[src/rtl/fifo_uart_tx.sv]
// fifo_uart_tx: 8N1 UART transmitter that drains a byte FIFO.
// Pops and latches head data on one edge; bit timing restarts with each pop.
module fifo_uart_tx #(
  parameter int CLK_HZ = 100_000_000,
  parameter int BAUD   = 9600
) (
  input  logic       clk,
  input  logic       rst,
  input  logic       empty,
  input  logic [7:0] r_Data,
  output logic       rd,
  output logic       tx,
  output logic       tx_busy,
  output logic       tx_done
);

  localparam int DIV = CLK_HZ / BAUD;
  localparam int CW  = $clog2(DIV);
  localparam logic [CW-1:0] LAST = CW'(DIV - 1);

  typedef enum logic [1:0] {
    IDLE,
    START,
    DATA,
    STOP
  } state_t;

  state_t        state;
  state_t        state_nx;
  logic [CW-1:0] cnt;
  logic [CW-1:0] cnt_nx;
  logic [2:0]    idx;
  logic [2:0]    idx_nx;
  logic [7:0]    shift;
  logic [7:0]    shift_nx;
  logic          tx_nx;
  logic          busy_nx;
  logic          bit_end;

  assign bit_end = (cnt == LAST);
  assign rd      = (state == IDLE) & ~empty & ~rst;
  assign tx_done = (state == STOP) & bit_end;

  // tx is loaded with the level of the bit about to start, so it is registered
  always_comb begin
    state_nx = state;
    cnt_nx   = cnt;
    idx_nx   = idx;
    shift_nx = shift;
    tx_nx    = 1'b1;
    unique case (state)
      IDLE: begin
        cnt_nx = '0;
        if (rd) begin
          state_nx = START;
          shift_nx = r_Data;
          idx_nx   = '0;
          tx_nx    = 1'b0;
        end
      end
      START: begin
        tx_nx = 1'b0;
        if (bit_end) begin
          state_nx = DATA;
          cnt_nx   = '0;
          tx_nx    = shift[0];
        end else begin
          cnt_nx = cnt + 1'b1;
        end
      end
      DATA: begin
        tx_nx = shift[0];
        if (bit_end) begin
          cnt_nx   = '0;
          shift_nx = {1'b0, shift[7:1]};
          idx_nx   = idx + 1'b1;
          if (idx == 3'd7) begin
            state_nx = STOP;
            tx_nx    = 1'b1;
          end else begin
            tx_nx = shift[1];
          end
        end else begin
          cnt_nx = cnt + 1'b1;
        end
      end
      STOP: begin
        if (bit_end) begin
          state_nx = IDLE;
          cnt_nx   = '0;
        end else begin
          cnt_nx = cnt + 1'b1;
        end
      end
    endcase
    busy_nx = (state_nx != IDLE);
  end

  always_ff @(posedge clk) begin
    if (rst) begin
      state   <= IDLE;
      cnt     <= '0;
      idx     <= '0;
      shift   <= '0;
      tx      <= 1'b1;
      tx_busy <= 1'b0;
    end else begin
      state   <= state_nx;
      cnt     <= cnt_nx;
      idx     <= idx_nx;
      shift   <= shift_nx;
      tx      <= tx_nx;
      tx_busy <= busy_nx;
    end
  end

endmodule
[config.mk]
export PLATFORM = sky130hd
export DESIGN_NAME = fifo_uart_tx
export DESIGN_NICKNAME = d
export VERILOG_FILES = /design/src/rtl/fifo_uart_tx.sv
export SDC_FILE = /design/constraint.sdc
export NUM_CORES = 1
export LEC_CHECK = 0
export ABC_AREA = 1
export BUFFER_PORTS_ARGS = -buffer_cell sky130_fd_sc_hd__buf_2
export CAP_MARGIN = 20
export CORE_MARGIN = 10
export CORE_UTILIZATION = 25
export CTS_CLUSTER_DIAMETER = 40
export DETAILED_ROUTE_END_ITERATION = 10
export GPL_TIMING_DRIVEN = 0
export PLACE_DENSITY = 0.42
export SLEW_MARGIN = 20
export SYNTH_ARGS = -nofsm -noshare
export SYNTH_HDL_FRONTEND = slang
export SYNTH_SLANG_ARGS = --single-unit
export TNS_END_PERCENT = 50
[constraint.sdc]
create_clock -name clk -period 1.5 [get_ports clk]
set_input_delay 0.225 -clock clk [delete_from_list [all_inputs] [get_ports clk]]
set_output_delay 0.225 -clock clk [all_outputs]
set_load 0.02 [all_outputs]
==> results_dict.tcl, run 1 <==
set metrics [dict create \
    antennaDiodeCount 0 \
    synth_compound_area_share_pct 8.33 \
    hold_viol_final 0 \
    cts_buffers 5 \
    ctsHoldBuffers 0 \
    cts_tree "yes" \
    power_leakage_nw 0.912 \
    comb_power_share_pct 10.2 \
    violations "negative setup slack" \
    clockRootBuffer "clkbuf_8" \
    p_clk_share_pct 40.3 \
    switching_power_w 0.000401 \
    cell_internal_pwr_w 0.00123 \
    cp.arrival_ps 1290 \
    cap_violations 0 \
    ys_seq_elements 29 \
    hold_path.class "primary input to register" \
    synthXorXnorAreaFrac_pct 1.09 \
    dpl_worst_slack_ps -140 \
    globalplace.congestion 0.740 \
    synth-adder-area-share_pct 2.34 \
    yosys.cell_types.count 26 \
    dr.pass1.iters 4 \
    worstSkewPairLatency_ps 280 \
    start_util_pct 25.4 \
    htree_levels 2 \
    critPathRequiredTime_ps 1270 \
    period_minus_slack_ps 1510 \
    fin_setup_tns_ps -11.1 \
    muxShareOfSynthArea_pct 0 \
    power.density_nw_per_um2 803 \
    cts.sinks 29 \
    yosysWarnings 0 \
    final_nets 279 \
    switching_share_pct 24.6 \
    synth_area_um2 1610 \
    fin_util_pct 32.2 \
    pin_count 15 \
    grt_overflow 0 \
    grt_pass1_wl_mm 6.60 \
    core_area_um2 6310 \
    synth_top_area_cell "dfxtp_1" \
    p_seq_share_pct 49.6 \
    io_buffers 14 \
    die_w_um 100 \
    syn_nets 251 \
    die_h_um 100 \
    tightest_slew_ps 394 \
    drive_gt1_share_pct 26.8 \
    critPathKind "register to primary output" \
    rows 29 \
    crit_path_start_kind "register" \
    dp_hpwl_mm 2.79 \
    vias 1480 \
    drv_slew 0 \
    path_max_fanout 4 \
    wl_per_cell_um 11.1 \
    setup_ws_ps -11.1 \
    final_cell_area_um2 2030 \
    timing.slew.headroom_pct 73.5 \
    drt-vias-per-instance 4.33 \
    grt_pass1_vias 1473 \
    place_area_um2 1780 \
    antenna_found_initial 0 \
    synthCells 237 \
    drt_iter0_markers 45 \
    synth_area_leaders "dfxtp_1 (36%), nand2_1 (12%), nor2_1 (9.1%)" \
    setup_violations 1 \
    wirelength_mm 3.79 \
    synth_top_family_by_area "simple AND/OR/NAND/NOR gates" \
    peakVddDrop_mv 0.398 \
    clkTransAtPathRegs_ps 70 \
    drc 0 \
    synth-simple-area-share_pct 41.4 \
    synth_top_area_share_pct 36.1 \
    dieArea_um2 10000 \
    end_kind "primary output" \
    r2r_slack_ps 50 \
    rsz0062_at_grt "true" \
    fmax_mhz 662 \
    grtUsageTotal_pct 7.99 \
    status "complete, but fails checks" \
    clock_skew_ps 12.9 \
    syn_avg_cell_area_um2 6.78 \
    fin_crit_sh_pct 101 \
    grt_max_degree 19 \
    cts_buffer_depth 2 \
    holdWs_ps 280 \
    areaGrowthSynthToFinish_pct 26.5 \
    yosysSeqAreaShare_pct 36.1 \
    ant_nets 0 \
]
cells in the mapped netlist:
library cell	number
nand2_1	52
nor2_1	39
inv_1	31
dfxtp_1	29
a21oi_1	17
nand3_1	17
nand3_2	8
o21ai_0	7
nor3_1	5
ha_1	3
nand2_2	3
nand4_1	3
nor2_4	3
nor3b_1	3
buf_2	2
buf_6	2
clkbuf_1	2
inv_2	2
xnor2_1	2
a31oi_1	1
and3_1	1
buf_4	1
nand3_4	1
nor3_2	1
o211ai_1	1
or2_2	1
timing repair:
item / CTS / global route
endpoints found under the setup margin: 25 / 15
pin swaps: 3 / 4
setup buffers: 6 / 2
resized for setup: 23 / 12
hold endpoints to repair: 0 / 0
flip-flops by register name, summed over array words and instances, names as in the netlist:
name / cells
tx: 1
state: 2
idx: 3
cnt: 14
shift: 8
tx_busy: 1
power groups by stage:
stage	Sequential, W	Clock, W	Combinational, W
CTS	0.000812	0.000695	0.000165
global placement	0.000827	0	0.000156
detailed placement	0.000827	0	0.000155
floorplan	0.000830	0	0.000110
global route	0.000811	0.000710	0.000195
finish	0.000809	0.000657	0.000166
cell families after synthesis:
| logic type | Yosys count |
|---|---|
| adder cells (fa/ha/maj) | 3 |
| AO/OA/AOI/OAI | 26 |
| AND/OR/NAND/NOR | 137 |
| flip-flops | 29 |
| XOR/XNOR | 2 |
| buffers and inverters | 40 |
through the flow:
stage                     power [W]  std cells
after floorplan            0.000940        237
after global placement     0.000983        328
after detailed placement   0.000982        328
after CTS                   0.00167        340
after global routing        0.00172        342
final                       0.00163        342
worst paths after layout:
path	from	endpoint	cells after the start
setup / recovery	cnt[0]	tx_done	6
hold / removal	rst	cnt[13]	4
setup reg to reg	cnt[0]	idx[0]	8
hold reg to reg	cnt[12]	cnt[12]	2
cell usage in the layout (no fill, tap or decap), types with 3 or more instances in the layout:
cell type and instances:
nor3b_1 3, inv_1 30, inv_2 3, nand2_1 51, buf_4 9, nor2_4 6
a21oi_1 13, o21ai_0 7, nand4_1 3, nor3_1 5, a21oi_2 4, buf_2 14
dfxtp_1 22, clkbuf_8 7, nor2_1 35, nand3_1 17, dfxtp_2 5, nand3_2 7
metal layers:
layer / part of all wire (%) / vias up / routed length, um / GRT usage [%]
met5: 0 / - / 0 / 0
met4: 1.3 / 0 / 49 / 3.26
met3: 4.4 / 5 / 165 / 2.95
met2: 44 / 15 / 1670 / 12.0
met1: 50 / 654 / 1910 / 10.0
li1: - / 806 / - / -
final cells by class:
| cell class | count | area, um^2 |
|---|---|---|
| buffer | 6 | 65.1 |
| clock buffer | 7 | 86.3 |
| fill | 709 | 4280 |
| inverter | 33 | 124 |
| multi-input combinational | 168 | 927 |
| sequential | 29 | 594 |
| tap | 77 | 96.3 |
| timing repair buffer | 22 | 139 |
worst max-delay path: stages (launching register included):
cell and delay [ps]:
dfxtp_2 350, ha_4 150, nand3_4 90, nor2_4 150
nand2_4 80, nor2_4 80, buf_6 120
No activity file was read; power rests on OpenSTA's default activity.
==> inputs of run 2 (changes only) <==
--- a/config.mk
+++ b/config.mk
@@ -5,7 +5,6 @@
 export SDC_FILE = /design/constraint.sdc
 export NUM_CORES = 1
 export LEC_CHECK = 0
-export ABC_AREA = 1
 export BUFFER_PORTS_ARGS = -buffer_cell sky130_fd_sc_hd__buf_2
 export CAP_MARGIN = 20
 export CORE_MARGIN = 10
@@ -13,7 +12,7 @@
 export CTS_CLUSTER_DIAMETER = 40
 export DETAILED_ROUTE_END_ITERATION = 10
 export GPL_TIMING_DRIVEN = 0
-export PLACE_DENSITY = 0.42
+export PLACE_DENSITY = 0.43
 export SLEW_MARGIN = 20
 export SYNTH_ARGS = -nofsm -noshare
 export SYNTH_HDL_FRONTEND = slang
==> constraint.sdc (replaced) <==
create_clock -name clk -period 1.5 [get_ports clk]
set_input_delay 0.225 -clock clk [delete_from_list [all_inputs] [get_ports clk]]
set_output_delay 0.225 -clock clk [all_outputs]
set_load 0.01 [all_outputs]
==> results_dict.tcl, run 2 <==
set metrics [dict create \
    synth_area_um2 1380 \
    yosysWarnings 0 \
    hold_path.class "primary input to register" \
    switching_share_pct 22.8 \
    cp.arrival_ps 1730 \
    grt_max_degree 11 \
    muxShareOfSynthArea_pct 5.89 \
    pin_count 15 \
    crit_path_top_delay_cell "or4b_4" \
    drt_iter0_markers 34 \
    start_util_pct 25.4 \
    holdWs_ps 215 \
    fmax_mhz 510 \
    p_clk_share_pct 42.5 \
    final_cell_area_um2 1940 \
    critPathRequiredTime_ps 1270 \
    synthTopCellsByCount "dfxtp_1 (29), nor2_1 (21), nand3_1 (11)" \
    finalPower_w 0.00166 \
    top_register "cnt" \
    cap_violations 0 \
    synth-adder-area-share_pct 2.72 \
    tightest_slew_ps 654 \
    dp_hpwl_mm 2.19 \
    grt_overflow 0 \
    yosysSeqAreaShare_pct 42.0 \
    power_leakage_nw 0.754 \
    setup_violations 30 \
    fin_crit_sh_pct 131 \
    areaGrowthSynthToFinish_pct 40.6 \
    rsz0062_at_grt "true" \
    synthXorXnorAreaFrac_pct 7.61 \
    drc 0 \
    synth-simple-area-share_pct 30.3 \
    peakVddDrop_mv 0.282 \
    htree_levels 2 \
    p_seq_share_pct 48.4 \
    wl_per_cell_um 13.1 \
    syn_nets 165 \
    dpl.cell_count 236 \
    drt-vias-per-instance 4.75 \
    ys_seq_elements 29 \
    layout_commonest_cell "dfxtp_1" \
    clkTransAtPathRegs_ps 60 \
    comb_power_share_pct 9.1 \
    final_nets 195 \
    cell_internal_pwr_w 0.00128 \
    period_minus_slack_ps 1960 \
    clock_skew_ps 7.67 \
    dr.pass1.iters 4 \
    grt_pass1_wl_mm 5.57 \
    violations "negative setup slack" \
    dieArea_um2 8900 \
    antenna_found_initial 0 \
    final_cell_mix "dfxtp_1 (24), nor2_1 (16), buf_2 (13)" \
    rows 27 \
    clockRootBuffer "clkbuf_8" \
    critical_path.cell_chain "or4b_4, nor4_4, and3_1, buf_2" \
    yosys.cell_types.count 34 \
    top_regs "cnt x14, shift x8, idx x3" \
    grt_pass1_vias 1246 \
    syn_avg_cell_area_um2 9.15 \
    die_h_um 94.3 \
    place_area_um2 1580 \
    cts_buffers 5 \
    wirelength_mm 3.33 \
    switching_power_w 0.000377 \
    crit_path_start_kind "register" \
    synth_top_area_share_pct 42.0 \
    grtUsageTotal_pct 7.71 \
    vias 1206 \
    synth_compound_area_share_pct 7.88 \
    synth_area_leaders "dfxtp_1 (42%), nor2_1 (5.7%), mux2i_1 (5.1%)" \
    power.density_nw_per_um2 853 \
    status "complete, but fails checks" \
    hold_viol_final 0 \
    drv_slew 0 \
    synth_most_common_cell "dfxtp_1" \
    final_cells 254 \
    cts_tree "yes" \
    critPathKind "register to primary output" \
    ant_nets 0 \
    antennaDiodeCount 0 \
    setup_ws_ps -459 \
    worstSkewPairLatency_ps 280 \
    end_kind "primary output" \
    cp_slowest_stage_delay_ps 570 \
    synthCells 151 \
    core_area_um2 5440 \
    synth_top_area_cell "dfxtp_1" \
    synth_edf_count 0 \
    cts.sinks 29 \
    timing.slew.headroom_pct 56.4 \
    synth_top_family_by_area "simple AND/OR/NAND/NOR gates" \
    drive_gt1_share_pct 40.1 \
    io_buffers 13 \
    die_w_um 94.3 \
    largest_register_ffs 14 \
    fin_setup_tns_ps -9640 \
    globalplace.congestion 0.788 \
    ys_async_sr_fraction_pct 0 \
    cts_buffer_depth 2 \
    path_max_fanout 2 \
    ys.flop_type "dfxtp_1" \
]
[run 2: routing by layer]
metal / vias to the layer above / part of all wire [%] / global-route usage [%]
met4: 0 / 1.7 / 3.80
li1: 604 / - / -
met5: - / 0 / 0
met1: 577 / 44 / 8.85
met3: 7 / 5.0 / 2.85
met2: 18 / 49 / 12.4
[run 2: worst max-delay path, delay by kind of cell, from the launching register on]
kind / cells / cell delay [ps]
and+or+nand+nor: 3 / 980
DFF: 1 / 340
buffers and inverters: 1 / 140
[run 2: cell type report]
type                    instances  area (um^2)
plain buffers                   7         52.6
flip-flops and latches         29          589
inverters                       2         10.0
repair buffers                 24          196
clock inverters                 1         5.00
clock buffers                   7         96.3
multi-input cells             112          902
well taps                      72         90.1
fillers                       555         3500
[run 2: path summary, 6_finish.rpt]
check             startpoint       end  slack, ps  depth (start not counted)
hold reg to reg       cnt[0]    cnt[0]        480                          1
setup / recovery      cnt[9]   tx_done       -460                          4
hold / removal     r_Data[7]  shift[7]        210                          3
setup reg to reg      cnt[9]  shift[6]       -420                          5
[run 2: repair_timing]
item	CTS	global route
pin swaps	13	7
hold buffers	0	0
setup buffers	8	3
gates resized for setup	19	23
cloned	1	0
setup endpoints to repair	31	31
hold endpoints to repair	0	0
[run 2: logic make-up (layout without fill, tap and decap cells)]
family	count (synthesis)	after routing
AOI/OAI and AO/OA	17	17
xor gates and xnor gates	12	12
adders and majority gates	3	3
buffers and inverters	10	41
DFF	29	29
muxes	8	8
and+or+nand+nor	72	72
[run 2: power groups by stage]
stage	clock network, W	logic [W]	registers, W
3_3_place_gp	0	0.000104	0.000818
5_1_grt	0.000770	0.000164	0.000805
2_1_floorplan	0	0.0000720	0.000819
6_report	0.000704	0.000150	0.000803
4_1_cts	0.000729	0.000136	0.000800
3_5_place_dp	0	0.000106	0.000819
[run 2: through the flow]
step                      setup slack, ps  util [%]
after floorplan                      -252         -
after global placement               -362      29.0
after detailed placement             -376      29.0
after CTS                            -572      33.7
after global routing                 -546      35.7
final                                -459      35.7
==> inputs of run 3 (changes only) <==
--- a/config.mk
+++ b/config.mk
@@ -5,6 +5,7 @@
 export SDC_FILE = /design/constraint.sdc
 export NUM_CORES = 1
 export LEC_CHECK = 0
+export ABC_AREA = 1
 export BUFFER_PORTS_ARGS = -buffer_cell sky130_fd_sc_hd__buf_2
 export CAP_MARGIN = 20
 export CORE_MARGIN = 10
@@ -12,7 +13,7 @@
 export CTS_CLUSTER_DIAMETER = 40
 export DETAILED_ROUTE_END_ITERATION = 10
 export GPL_TIMING_DRIVEN = 0
-export PLACE_DENSITY = 0.43
+export PLACE_DENSITY = 0.42
 export SLEW_MARGIN = 20
 export SYNTH_ARGS = -nofsm -noshare
 export SYNTH_HDL_FRONTEND = slang
==> results_dict.tcl, run 3 (synthesis results as in run 1) <==
set metrics [dict create \
    finalPower_w 0.00164 \
    antenna_found_initial 0 \
    wirelength_mm 4.02 \
    timing.slew.headroom_pct 70.5 \
    ant_nets 0 \
    cts_buffer_depth 2 \
    peakVddDrop_mv 0.277 \
    drive_gt1_share_pct 27.3 \
    dieArea_um2 10000 \
    clkTransAtPathRegs_ps 60 \
    status "complete, but fails checks" \
    violations "negative setup slack" \
    dp_hpwl_mm 2.80 \
    start_util_pct 25.4 \
    io_buffers 14 \
    globalplace.congestion 0.699 \
    top_register "cnt" \
    power_leakage_nw 0.922 \
    cts_tree "yes" \
    grt_util_met1_pct 11.5 \
    die_h_um 100 \
    layout_commonest_cell "nand2_1" \
    wl_per_cell_um 11.8 \
    hold_viol_final 0 \
    dpl_worst_slack_ps -128 \
    setup_violations 1 \
    areaGrowthSynthToFinish_pct 26.0 \
    busiest_layer "met2" \
    grt_max_degree 19 \
    core_area_um2 6310 \
    grt_pass1_wl_mm 6.90 \
    critPathRequiredTime_ps 1270 \
    end_kind "primary output" \
    antennaDiodeCount 0 \
    grt_pass1_vias 1462 \
    rsz0062_at_grt "true" \
    fmax_mhz 652 \
    rows 29 \
    grtUsageTotal_pct 8.42 \
    worstSkewPairLatency_ps 280 \
    clock_skew_ps 5.21 \
    fillerInstances 740 \
    htree_levels 2 \
    fin_crit_sh_pct 102 \
    period_minus_slack_ps 1530 \
    die_w_um 100 \
    cap_violations 0 \
    final_cell_area_um2 2020 \
    cts.sinks 29 \
    final_cell_mix "nand2_1 (51), nor2_1 (36), inv_1 (30)" \
    top_regs "cnt x14, shift x8, idx x3" \
    dr.pass1.iters 4 \
    critPathKind "register to primary output" \
    drc 0 \
    drt-vias-per-instance 4.36 \
    drt_iter0_markers 57 \
    cts_buffers 5 \
    tightest_slew_ps 439 \
    setup_ws_ps -33.9 \
    hold_path.class "primary input to register" \
    gr-usage-met3_pct 2.34 \
    largest_register_ffs 14 \
    path_max_fanout 2 \
    drv_slew 0 \
    final_nets 278 \
    grt_overflow 0 \
    place_area_um2 1770 \
    crit_path_start_kind "register" \
    vias 1487 \
    cp.arrival_ps 1310 \
    ctsHoldBuffers 0 \
    clockRootBuffer "clkbuf_8" \
    power.density_nw_per_um2 810 \
    fin_setup_tns_ps -33.9 \
    grtUsageMet2_pct 11.8 \
    pin_count 15 \
]
==> run 3: per-stage QoR <==
| step | utilization (%) | hold slack (ps) | std cells |
|---|---|---|---|
| after floorplan | - | 413 | 237 |
| after global placement | 28.1 | 430 | 328 |
| after detailed placement | 28.1 | 441 | 328 |
| after CTS | 31.1 | 269 | 341 |
| after global routing | 32.1 | 281 | 341 |
| final | 32.1 | 273 | 341 |
==> run 3: timing repair <==
action                                  4_1_cts  5_1_grt
endpoints found under the setup margin       25       19
gates resized for setup                      16       17
pin swaps                                     4        2
cloned                                        0        0
buffers inserted                              7        0
==> run 3: cell type report <==
| type | count | area (um^2) | share of cell area, % |
|---|---|---|---|
| Buffer | 6 | 65.1 | 3.21 |
| Clock buffer | 7 | 86.3 | 4.26 |
| Inverter | 33 | 124 | 6.12 |
| Multi-Input combinational cell | 168 | 942 | 46.5 |
| Sequential cell | 29 | 588 | 29.0 |
| Tap cell | 77 | 96.3 | 4.76 |
| Timing Repair Buffer | 21 | 123 | 6.06 |
==> run 3: worst max-delay path: stages (launching register included) <==
cell	delay, ps
dfxtp_2	360
ha_4	150
nand3_4	100
nor2_4	160
nand2_4	60
nor2_2	70
buf_2	130
==> run 3: power breakdown <==
group | switching [W] | leakage [nW] | internal (W) | total (W)
Sequential | 0.0000143 | 0.239 | 0.000799 | 0.000813
Clock | 0.000299 | 0.0443 | 0.000363 | 0.000662
Combinational | 0.0000932 | 0.638 | 0.0000725 | 0.000166
==> run 3: final timing paths <==
path | slack (ps) | start | end | cells after the start
min reg2reg | 480 | cnt[12] | cnt[12] | 2
max reg2reg | 30 | cnt[0] | shift[0] | 8
min | 270 | rst | cnt[13] | 4
max | -30 | cnt[0] | tx_done | 6
==> run 3: per-layer routing <==
layer | vias up | share of wire [%] | routed length [um]
met5 | - | 0 | 0
met4 | 0 | 2.1 | 86
met3 | 5 | 2.8 | 112
met2 | 21 | 41 | 1650
met1 | 656 | 54 | 2170
li1 | 805 | - | -
